**src/rtl/uart_pkg.sv**
```systemverilog
// -----------------------------------------------------------------------------
// uart_pkg
// Shared UART definitions used by the transmitter (and the matching receiver):
// frame size, default oversample ratio, FSM state encodings and a small helper
// for sizing the stop-bit period.
// -----------------------------------------------------------------------------
package uart_pkg;

  localparam int DATA_BITS          = 8;
  localparam int OVERSAMPLE_DEFAULT = 16;

  typedef enum logic [1:0] {
    ST_IDLE  = 2'd0,
    ST_START = 2'd1,
    ST_DATA  = 2'd2,
    ST_STOP  = 2'd3
  } uart_state_e;

  // Number of baud ticks the line is held high for the stop bit(s).
  function automatic int unsigned stop_ticks(input int unsigned oversample,
                                             input int unsigned stop_bits);
    return oversample * stop_bits;
  endfunction

endpackage

```
**src/rtl/uart_tx_fifo.sv**
```systemverilog
// -----------------------------------------------------------------------------
// uart_tx_fifo
// Small synchronous FIFO buffering bytes between the host handshake and the
// transmit FSM. Full/empty come straight from the registered occupancy count,
// so they never depend combinationally on push/pop or the data.
// Ports:
//   clk, rst_n  clock, asynchronous active-low reset
//   push        write wdata (ignored while full)
//   pop         drop the head entry (ignored while empty)
//   wdata       byte to store
//   rdata       current head entry (valid while !empty)
//   full/empty  occupancy flags
//   count       number of stored entries (0..DEPTH)
// -----------------------------------------------------------------------------
module uart_tx_fifo
  import uart_pkg::*;
#(
  parameter int DEPTH = 4,
  parameter int WIDTH = DATA_BITS
) (
  input  logic                     clk,
  input  logic                     rst_n,
  input  logic                     push,
  input  logic                     pop,
  input  logic [WIDTH-1:0]         wdata,
  output logic [WIDTH-1:0]         rdata,
  output logic                     full,
  output logic                     empty,
  output logic [$clog2(DEPTH):0]   count
);

  localparam int PTR_W = $clog2(DEPTH);
  localparam int CNT_W = PTR_W + 1;
  localparam logic [CNT_W-1:0] FULL_COUNT = CNT_W'(DEPTH);

  logic [WIDTH-1:0] mem_q [DEPTH];
  logic [WIDTH-1:0] mem_d [DEPTH];
  logic [PTR_W-1:0] wr_ptr_q, wr_ptr_d;
  logic [PTR_W-1:0] rd_ptr_q, rd_ptr_d;
  logic [CNT_W-1:0] count_q, count_d;
  logic             push_ok;
  logic             pop_ok;

  assign full    = (count_q == FULL_COUNT);
  assign empty   = (count_q == {CNT_W{1'b0}});
  assign count   = count_q;
  assign rdata   = mem_q[rd_ptr_q];
  assign push_ok = push & ~full;
  assign pop_ok  = pop & ~empty;

  // Next-state for storage, pointers and occupancy; pointers wrap naturally
  // because DEPTH is a power of two.
  always_comb begin
    mem_d    = mem_q;
    wr_ptr_d = wr_ptr_q;
    rd_ptr_d = rd_ptr_q;
    count_d  = count_q;

    if (push_ok) begin
      mem_d[wr_ptr_q] = wdata;
      wr_ptr_d        = wr_ptr_q + PTR_W'(1);
    end else begin
      wr_ptr_d = wr_ptr_q;
    end

    if (pop_ok) begin
      rd_ptr_d = rd_ptr_q + PTR_W'(1);
    end else begin
      rd_ptr_d = rd_ptr_q;
    end

    // Simultaneous push and pop leaves the occupancy unchanged.
    case ({push_ok, pop_ok})
      2'b10:   count_d = count_q + CNT_W'(1);
      2'b01:   count_d = count_q - CNT_W'(1);
      default: count_d = count_q;
    endcase
  end

  // FIFO state registers.
  always_ff @(posedge clk or negedge rst_n) begin
    if (!rst_n) begin
      for (int i = 0; i < DEPTH; i++) begin
        mem_q[i] <= {WIDTH{1'b0}};
      end
      wr_ptr_q <= {PTR_W{1'b0}};
      rd_ptr_q <= {PTR_W{1'b0}};
      count_q  <= {CNT_W{1'b0}};
    end else begin
      mem_q    <= mem_d;
      wr_ptr_q <= wr_ptr_d;
      rd_ptr_q <= rd_ptr_d;
      count_q  <= count_d;
    end
  end

endmodule

```
**src/rtl/uart_tx.sv**
```systemverilog
// -----------------------------------------------------------------------------
// uart_tx
// UART transmitter: 8 data bits, no parity, LSB first, STOP_BITS stop bits.
// Bytes arrive over a valid/ready handshake into uart_tx_fifo and are
// serialised by a START/DATA/STOP FSM paced by the shared oversample tick.
// Ports:
//   clk, rst_n     clock, asynchronous active-low reset
//   tx_tick        baud enable, OVERSAMPLE pulses per bit period
//   tx_data_in     byte to send
//   tx_data_valid  tx_data_in valid; accepted when tx_ready is high
//   tx_ready       FIFO has room (from registered occupancy)
//   uart_tx_out    serial line, idle high, driven directly from a flop
//   tx_busy        frame in progress or bytes still queued
// -----------------------------------------------------------------------------
module uart_tx
  import uart_pkg::*;
#(
  parameter int OVERSAMPLE = OVERSAMPLE_DEFAULT,
  parameter int FIFO_DEPTH = 4,
  parameter int STOP_BITS  = 1
) (
  input  logic                 clk,
  input  logic                 rst_n,
  input  logic                 tx_tick,
  input  logic [DATA_BITS-1:0] tx_data_in,
  input  logic                 tx_data_valid,
  output logic                 tx_ready,
  output logic                 uart_tx_out,
  output logic                 tx_busy
);

  // Sample counter must reach STOP_BITS*OVERSAMPLE-1 (at most 2*OVERSAMPLE-1).
  localparam int SCNT_W = $clog2(2 * OVERSAMPLE);
  localparam int BCNT_W = $clog2(DATA_BITS);
  localparam int FCNT_W = $clog2(FIFO_DEPTH) + 1;

  localparam logic [SCNT_W-1:0] BIT_LAST     = SCNT_W'(OVERSAMPLE - 1);
  localparam logic [SCNT_W-1:0] STOP_LAST    = SCNT_W'(stop_ticks(OVERSAMPLE, STOP_BITS) - 1);
  localparam logic [BCNT_W-1:0] BIT_IDX_LAST = BCNT_W'(DATA_BITS - 1);

  uart_state_e          state_q, state_d;
  logic [SCNT_W-1:0]    sample_cnt_q, sample_cnt_d;
  logic [BCNT_W-1:0]    bit_cnt_q, bit_cnt_d;
  logic [DATA_BITS-1:0] shift_q, shift_d;
  logic                 tx_out_q, tx_out_d;

  logic                 fifo_pop;
  logic [DATA_BITS-1:0] fifo_rdata;
  logic                 fifo_full;
  logic                 fifo_empty;
  logic [FCNT_W-1:0]    fifo_count;

  uart_tx_fifo #(
    .DEPTH (FIFO_DEPTH),
    .WIDTH (DATA_BITS)
  ) u_fifo (
    .clk   (clk),
    .rst_n (rst_n),
    .push  (tx_data_valid),
    .pop   (fifo_pop),
    .wdata (tx_data_in),
    .rdata (fifo_rdata),
    .full  (fifo_full),
    .empty (fifo_empty),
    .count (fifo_count)
  );

  // All outputs derive from flops only: no path from tx_data_valid/tx_tick.
  assign tx_ready    = ~fifo_full;
  assign uart_tx_out = tx_out_q;
  assign tx_busy     = (state_q != ST_IDLE) | (fifo_count != {FCNT_W{1'b0}});

  // Frame sequencing: decides next line level, counters, shifter and pops.
  always_comb begin
    state_d      = state_q;
    sample_cnt_d = sample_cnt_q;
    bit_cnt_d    = bit_cnt_q;
    shift_d      = shift_q;
    tx_out_d     = tx_out_q;
    fifo_pop     = 1'b0;

    case (state_q)
      ST_IDLE: begin
        tx_out_d = 1'b1;
        // Launching on a tick makes the start bit exactly OVERSAMPLE ticks.
        if (tx_tick && !fifo_empty) begin
          fifo_pop     = 1'b1;
          shift_d      = fifo_rdata;
          tx_out_d     = 1'b0;
          sample_cnt_d = {SCNT_W{1'b0}};
          state_d      = ST_START;
        end else begin
          state_d = ST_IDLE;
        end
      end

      ST_START: begin
        if (tx_tick) begin
          if (sample_cnt_q == BIT_LAST) begin
            tx_out_d     = shift_q[0];
            sample_cnt_d = {SCNT_W{1'b0}};
            bit_cnt_d    = {BCNT_W{1'b0}};
            state_d      = ST_DATA;
          end else begin
            sample_cnt_d = sample_cnt_q + SCNT_W'(1);
          end
        end else begin
          state_d = ST_START;
        end
      end

      ST_DATA: begin
        if (tx_tick) begin
          if (sample_cnt_q == BIT_LAST) begin
            sample_cnt_d = {SCNT_W{1'b0}};
            shift_d      = {1'b0, shift_q[DATA_BITS-1:1]};
            if (bit_cnt_q != BIT_IDX_LAST) begin
              // shift_q[1] becomes the new LSB after this shift.
              tx_out_d  = shift_q[1];
              bit_cnt_d = bit_cnt_q + BCNT_W'(1);
            end else begin
              tx_out_d = 1'b1;
              state_d  = ST_STOP;
            end
          end else begin
            sample_cnt_d = sample_cnt_q + SCNT_W'(1);
          end
        end else begin
          state_d = ST_DATA;
        end
      end

      ST_STOP: begin
        if (tx_tick) begin
          if (sample_cnt_q == STOP_LAST) begin
            sample_cnt_d = {SCNT_W{1'b0}};
            // Chain straight into the next start bit when data is waiting.
            if (!fifo_empty) begin
              fifo_pop = 1'b1;
              shift_d  = fifo_rdata;
              tx_out_d = 1'b0;
              state_d  = ST_START;
            end else begin
              tx_out_d = 1'b1;
              state_d  = ST_IDLE;
            end
          end else begin
            sample_cnt_d = sample_cnt_q + SCNT_W'(1);
          end
        end else begin
          state_d = ST_STOP;
        end
      end

      default: begin
        tx_out_d     = 1'b1;
        sample_cnt_d = {SCNT_W{1'b0}};
        bit_cnt_d    = {BCNT_W{1'b0}};
        state_d      = ST_IDLE;
      end
    endcase
  end

  // FSM, counter, shifter and serial-line registers.
  always_ff @(posedge clk or negedge rst_n) begin
    if (!rst_n) begin
      state_q      <= ST_IDLE;
      sample_cnt_q <= {SCNT_W{1'b0}};
      bit_cnt_q    <= {BCNT_W{1'b0}};
      shift_q      <= {DATA_BITS{1'b0}};
      tx_out_q     <= 1'b1;
    end else begin
      state_q      <= state_d;
      sample_cnt_q <= sample_cnt_d;
      bit_cnt_q    <= bit_cnt_d;
      shift_q      <= shift_d;
      tx_out_q     <= tx_out_d;
    end
  end

endmodule

```
**config.mk**
```make
export PLATFORM = sky130hd
export DESIGN_NAME = uart_tx
export DESIGN_NICKNAME = d
export VERILOG_FILES = /design/src/rtl/uart_pkg.sv /design/src/rtl/uart_tx_fifo.sv /design/src/rtl/uart_tx.sv
export SDC_FILE = /design/constraint.sdc
export NUM_CORES = 1
export LEC_CHECK = 0
export BUFFER_PORTS_ARGS = -buffer_cell sky130_fd_sc_hd__buf_4
export CORE_ASPECT_RATIO = 1.75
export CORE_UTILIZATION = 51
export CTS_CLUSTER_DIAMETER = 120
export DETAILED_ROUTE_END_ITERATION = 6
export GPL_ROUTABILITY_DRIVEN = 1
export PLACE_DENSITY = 0.65
export RECOVER_POWER = 25
export SLEW_MARGIN = 20
export SYNTH_ARGS = -nofsm -noshare
export SYNTH_HDL_FRONTEND = slang
export SYNTH_SLANG_ARGS = --single-unit
```
**constraint.sdc**
```tcl
create_clock -name clk -period 2.68 [get_ports clk]
set_clock_uncertainty 0.1 [all_clocks]
set_input_delay 0 -clock clk [delete_from_list [all_inputs] [get_ports clk]]
set_output_delay 0 -clock clk [all_outputs]
set_load 0.1 [all_outputs]
```
After elaboration in Yosys (flattened, before gate mapping):

Index checks and enable logic that the tools add are counted.
W data, S select, Z words.

* flip-flop bits (word level): 58
* output and inout bits: 3
* logic and storage cells: 115

* add/subtract/negate cells: 6
* $lt $le $gt $ge: 3
* equal/unequal tests: 22
* multiplexer cells: 49
* bitwise logic cells: 7
* reductions and logical operators: 16

Operator list (number)
* $mux W8: 9
* $bwmux W32: 1
* $pmux W8 S3: 1
* $ne A2 B2 Y1 const B: 9
* $bmux W8 S2: 1
* $demux W8 S2: 1
* $mux W1: 15
* $mux W3: 5
* $mux W5: 3
* $ne A3 B3 Y1 const B: 5
* $mux W2: 7
* $pmux W3 S2: 2
* $reduce_and A6 Y1: 2
* $pmux W5 S2: 1
* $pmux W2 S4: 1
* $reduce_and A7 Y1: 1
* $add A3 B1 Y3 const B: 2
* $eq A2 B2 Y1 const B: 3
* $ge A3 B3 Y1 const B: 2
* $not A2 Y3: 2
* $reduce_bool A2 Y1: 3
* $reduce_bool A3 Y1: 2
* $add A5 B1 Y5 const B: 1
* $eq A5 B4 Y1 const B: 1
* 18 further kinds: 23

Longest topological paths before layout:

Gate-level depths: netlist of the first run.

* depth after elaboration: 8
* mapped depth: 10

Modules after synthesis:

A second synthesis of the first run with hierarchy kept.

* cell total of the unflattened synthesis: 223
* area, all modules: 2981.6 um^2

Modules (own cells, without submodules)
* uart_tx_fifo: instances 1, cells each 114, area an instance 1784.2 um^2
* uart_tx: instances 1, cells each 109, area an instance 1197.4 um^2

Worst setup path after synthesis of the first run:

Ideal clock, no wire load.

* kind: reg2reg
* start point: register sample_cnt_q[0]
* end point: register u_fifo.count_q[2] (netlist: u_fifo.count[2])
* library setup time: 0.080 ns
* arrival time: 2.151 ns
* data required time: 2.500 ns
* setup slack: 0.350 ns
* stages on the path, launching flop included: 11
* clock period less this slack: 2.330 ns
* path through: dfrtp_1 ha_1 and4b_1 a21oi_1 nor3_1 ha_1 inv_1 fa_1 xor2_1 nor2_1 xor2_1

* cells in the longest elaborated chain, start to end: 7

RTL lines
* start, declared: line uart_tx.sv:42 `logic [SCNT_W-1:0] sample_cnt_q, sample_cnt_d;`
* start signal, assigned: line uart_tx.sv:168 `sample_cnt_q <= {SCNT_W{1'b0}};`
* start signal, assigned: line uart_tx.sv:174 `sample_cnt_q <= sample_cnt_d;`
* $eq A5 B4 Y1 (*): line uart_tx.sv:135 `if (sample_cnt_q == STOP_LAST) begin`
* $mux W1 (*): line uart_tx.sv:135
* $mux W1 (*): line uart_tx.sv:134 `if (tx_tick) begin`
* $pmux W1 S2 (*): line uart_tx.sv:82 `case (state_q)`
* $and A1 B1 Y1 (*): line uart_tx_fifo.sv:49 `assign pop_ok = pop & ~empty;`
* named net u_fifo.pop_ok: line uart_tx_fifo.sv:42 `logic pop_ok;`
* $eq A2 B1 Y1 or $eq A2 B2 Y1 (tied branches): line uart_tx_fifo.sv:73 `case ({push_ok, pop_ok})`
* $pmux W3 S2 or $reduce_bool A2 Y1 (tied branches)
* end signal, assigned: line uart_tx_fifo.sv:88 `count_q <= {CNT_W{1'b0}};`
* end signal, assigned: line uart_tx_fifo.sv:93 `count_q <= count_d;`
* end, declared: line uart_tx_fifo.sv:40 `logic [CNT_W-1:0] count_q, count_d;`

Mark *: on every way through the listed nets, which the timed path passes. The rest lies on a longest branch.
A chain may end at the register's enable or synchronous reset.

Worst setup path after layout of the first run:

Ends and elaborated chain as after synthesis.

==> results by group, run 1 <==
Outcome
  – Status: finished clean

Worst setup path
  – Worst Setup End Kind: flop
  – Worst Path Buf+Inv: 1
  – Setup crit start kind: flop
  – CP Class: flop to flop
  – Minimum setup slack among reg-to-reg paths: 0.23 ns
  – CP max stage delay: 0.39 ns
  – Crit-path max FO: 4
  – R2R depth: 10
  – Worst Path Arrival: 2.62 ns
  – Slowest CP cell: dfrtp_1
  – Crit path from: sample_cnt_q[0]
  – Reg-to-Reg End: u_fifo.count[2]
  – CP Cell Sequence: ha_1 -> and4b_2 -> a21oi_1 -> nor3_2 -> ha_1 -> inv_1 -> fa_1 -> xor2_1 -> nor2_1 -> xor2_1
  – Data required, critical path: 2.85 ns
  – R2r startpoint: sample_cnt_q[0]
  – Delay-heaviest family, CP: adder cells

Timing
  – Tmin final: 2.45 ns
  – Final Hold Viols: 0
  – TNS Setup: 0 ns
  – Max Slew Vio Count: 0
  – Tcrit/Tclk final: 91.4%
  – FMAX: 0.408 GHz
  – Final WS setup: 0.231 ns
  – Hold slack final: 0.122 ns
  – Slew margin rel.: under 10%
  – Final setup vio count: 0
  – RSZ-0062 raised after global routing: false
  – Pin slew with the least headroom to its limit: 1.43 ns

Yosys
  – Synth area leaders: dfrtp_1 (48%), mux2_2 (12%), mux4_2 (6.0%), ha_1 (5.9%), nand2_1 (3.9%)
  – Post-synthesis async set-or-reset flop share: 100%
  – EDFF count, synth: 0
  – Register area share after synthesis: 48.6%
  – Top cell type's share of synthesized area: 47.7%
  – Count of different cell masters after synthesis: 43
  – Largest area contributor in the netlist: dfrtp_1
  – Mapped Cells: 239
  – Syn Nets: 266
  – Yosys warning count: 0
  – Ys flop type: dfrtp_1
  – Mean Syn Cell Area: about 13 um2
  – Synthesized area: 2990 um2
  – Yosys reg bits: 58

Clock network
  – Number of clock sinks: between 50 and 60
  – Root Buffer: clkbuf_8
  – Worst skew pair latency: 0.34 ns
  – CTS H-tree lvls: 3
  – Number of CTS-inserted buffers: 9
  – Post-CTS Repair Setup Buffers: 0
  – CTS tree: yes
  – Deepest clock path buffer count: 2
  – Clock slew at reported path FFs: 0.07 ns

Hold path
  – Hold Path Depth: 4
  – Min-Delay Endpoint: u_fifo.wr_ptr_q[0]
  – HP Start: tx_data_valid
  – Tightest Hold Check Type: input pin to flop

Floorplan
  – Die X: between 50 and 60 um
  – Initial core utilization: between 50% and 60%
  – Number of I/O pins: 15
  – Num rows: 36
  – Die Y: 103 um
  – Die Area: around 6200 um2
  – Core box area: 5630 um2

Routing
  – Drt wl/cell: 15.9 um
  – Antenna-violating nets left: 0
  – DRC errors left: 0
  – Post-Route WL: around 5600 um
  – DR vias: 1,893
  – DR pass1 iterations: 4
  – Vias/cell: 5.41
  – Starting DRT DRC Count: 63

Final layout
  – Number of fill cells: approximately 460
  – Antenna cells: 0
  – Share of cells above drive strength 1: 31.0%
  – Final net count: 296
  – Area growth syn-to-layout: 18.5%
  – Cell Count, Final, Fillers Out: 350

Placement
  – Post-Place Cells: 324
  – Routability cong.: between 0.8 and 0.9
  – DP Worst Slack: about 0.15 ns
  – Hpwl dp: ~3900 um
  – Port Buffer Count: 14

GRT
  – Tot GR Track Use: 20.8%
  – Largest net degree at the start of global routing: 59
  – Initial antenna violation count: 0
  – Gr ovfl total: 0
  – First-pass GRT wire length: 9050 um
  – Vias in the first global route: 1,948

Power and ir drop
  – Switching power: 1.58 mW
  – Clock network power share: 23.9%
  – Sw Ratio: 35.0%
  – Int Pwr: 2.94 mW
  – Comb pwr share: between 40% and 50%
  – Leakage power: 1.62 nW
  – Pwr dens: around 1300 nW/um2
  – Peak supply drop: 690 uV
  – Seq pwr share: 35.5%

Flow run
  – MaxCap Viol Count: 0
-- per-layer routing --
layer / GRT usage (%) / share of wire (%)
met1: 23.3 / 40
met2: 35.5 / 56
met3: 4.48 / 2.0
met4: 12.7 / 2.6
met5: 0 / 0
-- cell usage in the layout, fill, tap and decap left out, types with 2 or more instances in the layout --
cell type       n
mux4_2          8
buf_4          16
mux2_2         33
a22o_1          5
inv_1          11
o21a_1          2
nand2_4         4
nor2b_1         2
mux2i_1         4
ha_1           14
dlygate4sd3_1  10
nand2_1        31
clkbuf_8        9
o21ai_0         7
a21oi_1         4
nor3_1          3
o2bb2ai_1       2
xnor2_1         2
bufinv_16       4
nor3_2          2
nor2_1          7
nor4_1          2
dfrtp_1        57
mux2_1          8
xor2_1          4
-- sequential cells by signal, indices dropped and copies added, names as in the netlist --
name,flops
u_fifo.mem_q,32
shift_q,8
sample_cnt_q,5
bit_cnt_q,3
u_fifo.count,3
state_q,2
u_fifo.rd_ptr_q,2
u_fifo.wr_ptr_q,2
uart_tx_out,1
-- cell families (layout without fill, tap and decap cells) --
kind of cell / after synthesis / after routing / share of synthesized area [%]
compound gates: 30 / 30 / 7.87
xor+xnor: 6 / 6 / 1.76
fa+ha+maj: 15 / 15 / 6.53
buf+inv: 19 / 54 / 2.68
flops: 58 / 58 / 48.6
mux: 53 / 53 / 22.8
simple gates: 58 / 58 / 9.79
-- tightest hold or removal path: stages --
cell and delay (ns):
buf_4 0.08, a21boi_4 0.16, buf_4 0.21, xnor2_1 0.08
-- power groups by stage --
stage          logic (mW)  clock network (mW)  registers, mW
2_1_floorplan        1.51                   0           1.54
3_3_place_gp         1.77                   0           1.61
3_5_place_dp         1.82                   0           1.63
4_1_cts              1.85                1.09           1.62
5_1_grt              2.00                1.14           1.67
6_report             1.83                1.08           1.60
-- area by class of cell --
cell class                 instances  area, um2  share of cell area (%)
sequential                        58       1450                    41.0
clock inverter                     7        141                    3.99
multi-input combinational        162       1460                    41.3
tap                               76       95.1                    2.68
timing repair buffer              27        225                    6.36
inverter                          11       41.3                    1.17
clock buffer                       9        124                    3.50
-- cell usage after synthesis (all sizes together) (2+ instances only) --
| library cell | instances |
|---|---|
| a21oi | 4 |
| a22o | 5 |
| buf | 3 |
| clkbuf | 5 |
| dfrtp | 57 |
| ha | 14 |
| inv | 11 |
| mux2 | 41 |
| mux2i | 4 |
| mux4 | 8 |
| nand2 | 35 |
| nor2 | 8 |
| nor2b | 2 |
| nor3 | 5 |
| nor4 | 2 |
| o21a | 2 |
| o21ai | 7 |
| o2bb2ai | 2 |
| o31ai | 2 |
| xnor2 | 2 |
| xor2 | 4 |
-- worst max path at each step --
stage / endpoint / slack (ns) / cells past startpoint
6_report: u_fifo.count[2] / 0.23 / 10
5_1_grt: u_fifo.count[2] / 0.02 / 10
4_1_cts: u_fifo.count[2] / 0.13 / 10
3_5_place_dp: u_fifo.count[2] / 0.15 / 10
3_3_place_gp: u_fifo.count[2] / 0.20 / 10
2_1_floorplan: u_fifo.count[2] / 0.35 / 10
-- metrics by stage --
| step | power (mW) | area [um2] | utilization, % |
|---|---|---|---|
| floorplan | 3.05 | 2990 | - |
| global placement | 3.39 | 3170 | 56.4 |
| detailed placement | 3.45 | 3170 | 56.4 |
| CTS | 4.56 | 3540 | 62.9 |
| global route | 4.81 | 3540 | 62.9 |
| finish | 4.52 | 3540 | 62.9 |
-- what timing repair did --
item                                    4_1_cts  5_1_grt
gates resized for setup                       0        2
endpoints found under the setup margin        0        1
hold buffers                                 10        0
endpoints found under the hold margin        90        0
Note: power is estimated with default switching activity, not from simulation.
==> run 2, diff against run 1 <==
Settings changed: CELL_PAD_IN_SITES_DETAIL_PLACEMENT from default to 1, CELL_PAD_IN_SITES_GLOBAL_PLACEMENT from default to 2, CORE_UTILIZATION 51 to 42, PLACE_DENSITY 0.65 to 0.75.
==> run 2 against run 1 <==
Net effect:
- core utilization fell by 11 points
- sequential power barely moved
- via count rose by 1.8%
- count of clock-buffer cells in the layout rose by 4
- sequential cell count did not move
- fmax fell by 0.37%
- wire length rose by 13%
==> results by group, run 2 (synthesis gave the netlist of run 1 again) <==
Outcome
  – Status: finished clean

Final layout
  – Most frequent cells in the layout: dfrtp_1 (57), mux2_2 (33), nand2_1 (31)
  – Final net count: 297
  – Antenna cells: 0
  – Regs by FF count: u_fifo.mem_q (32), shift_q (8), sample_cnt_q (5)
  – Number of flip-flops in the largest register: 32
  – Seq. cell area: 1450 um2
  – Largest register by flop count: u_fifo.mem_q
  – Combined area of the multi-input logic cells: 1460 um2
  – Number of fill cells: 718
  – Design area: about 3600 um2
  – Share of cells above drive strength 1: 30.2%
  – Area growth syn-to-layout: 19.1%
  – Commonest non-fill, non-tap cell in the layout: dfrtp_1

Timing
  – Tcrit/Tclk final: between 90 and 100%
  – Tmin final: 2.46 ns
  – Final setup vio count: 0
  – Final Hold Viols: 0
  – Final WS setup: around 0.22 ns
  – RSZ-0062 raised after global routing: false
  – Slew margin rel.: 2.21%
  – Pin slew with the least headroom to its limit: 1.47 ns
  – FMAX: between 0.4 and 0.5 GHz
  – Max Slew Vio Count: 0
  – TNS Setup: 0 ns

Worst setup path
  – Crit-path max FO: 4
  – Reg-to-Reg End: u_fifo.count[2]
  – CP Class: flop to flop
  – Crit path from: sample_cnt_q[0]
  – R2R depth: 10
  – Worst Path Buf+Inv: 1
  – Crit path depth: 10
  – Worst Setup End Kind: flop
  – R2r startpoint: sample_cnt_q[0]
  – CP Cell Sequence: ha_1 -> and4b_2 -> a21oi_1 -> nor3_2 -> ha_1 -> inv_1 -> fa_1 -> xor2_1 -> nor2_1 -> xor2_1
  – Slowest CP cell: dfrtp_1
  – Worst Path Arrival: 2.60 ns
  – CP max stage delay: 0.38 ns
  – Delay-heaviest family, CP: adder cells
  – Minimum setup slack among reg-to-reg paths: 0.22 ns
  – Data required, critical path: 2.82 ns
  – Setup crit start kind: flop
  – Crit path to: u_fifo.count[2]

Routing
  – Antenna-violating nets left: 0
  – Vias/cell: 5.37
  – Starting DRT DRC Count: 45
  – DRC errors left: 0
  – DR vias: 1,927
  – Post-Route WL: 6300 um
  – Drt wl/cell: 17.5 um
  – DR pass1 iterations: 4

Floorplan
  – Die X: 65.8 um
  – Initial core utilization: 43.6%
  – Core box area: about 6900 um2
  – Die Y: 114 um
  – Die Area: ~7500 um2
  – Number of I/O pins: 15
  – Num rows: 40

GRT
  – Initial antenna violation count: 0
  – Largest net degree at the start of global routing: 59
  – Tot GR Track Use: roughly a fifth
  – Vias in the first global route: approximately 2.2k
  – Gr ovfl total: 0
  – First-pass GRT wire length: 10,800 um

Power and ir drop
  – Tot Pwr: 4.50 mW
  – Leakage power: 1.63 nW
  – Pwr dens: 1260 nW/um2
  – Peak supply drop: 694 uV

Placement
  – Port Buffer Count: 14
  – Hpwl dp: 4390 um
  – Placed Area: 3180 um2
  – DP Worst Slack: 0.0934 ns
  – Routability cong.: just under 0.7

Clock network
  – Clock slew at reported path FFs: 0.05 ns
  – Number of CTS-inserted buffers: 9
  – Root Buffer: clkbuf_16
  – CTS tree: yes
  – Deepest clock path buffer count: 2
  – Worst skew pair latency: 0.32 ns
  – CTS H-tree lvls: 3
  – Number of clock sinks: 58

Hold path
  – Tightest Hold Check Type: input pin to flop

Flow run
  – MaxCap Viol Count: 0
[run 2: stage by stage]
step,utilization (%),cells,hold WS [ns]
2_1_floorplan,-,239,-0.396
3_3_place_gp,46.4,332,0.0255
3_5_place_dp,46.4,332,0.0224
4_1_cts,51.8,358,0.157
5_1_grt,51.9,359,0.176
6_report,51.9,359,0.160
[run 2: what timing repair did]
| item | in CTS | in global routing |
|---|---|---|
| endpoints found under the hold margin | 90 | 0 |
| hold buffers | 10 | 0 |
| resized for setup | 0 | 2 |
| setup buffers | 0 | 1 |
| setup endpoints to repair | 0 | 1 |
[run 2: worst min path at each step]
stage / from / endpoint / slack [ns] / depth (start not counted)
floorplan: rst_n / bit_cnt_q[0] / -0.40 / 0
global placement: rst_n / sample_cnt_q[1] / 0.03 / 1
detailed placement: rst_n / sample_cnt_q[1] / 0.02 / 1
CTS: tx_data_valid / u_fifo.wr_ptr_q[0] / 0.16 / 4
global route: tx_data_valid / u_fifo.wr_ptr_q[0] / 0.18 / 4
finish: tx_data_valid / u_fifo.wr_ptr_q[0] / 0.16 / 4
[run 2: layer usage]
| layer | global-route usage (%) | routed length [um] | share of wire, % |
|---|---|---|---|
| met2 | 34.8 | 3490 | 55 |
| met5 | 0 | 0 | 0 |
| met4 | 10.1 | 181 | 2.9 |
| met1 | 21.6 | 2490 | 40 |
| met3 | 4.90 | 135 | 2.1 |
[run 2: worst register-to-register path, stage by stage (launching register included)]
cell     delay (ns)
dfrtp_1        0.38
ha_1           0.21
and4b_2        0.29
a21oi_1        0.11
nor3_2         0.25
ha_1           0.21
inv_1          0.06
fa_1           0.37
xor2_1         0.15
nor2_1         0.11
xor2_1         0.16
[run 2: layout make-up]
class / instances / share of cell area (%)
multi-input cells: 162 / 41.1
well taps: 84 / 2.95
clock inverters: 3 / 0.422
flip-flops and latches: 58 / 40.8
repair buffers: 28 / 6.54
clock buffers: 13 / 7.03
inverters: 11 / 1.16
[run 2: report_power, final]
group | leakage [nW] | internal [mW] | total (mW) | switching, mW
sequential | 0.705 | 1.30 | 1.62 | 0.319
clock | 0.133 | 0.645 | 1.03 | 0.380
combinational | 0.792 | 0.936 | 1.85 | 0.919
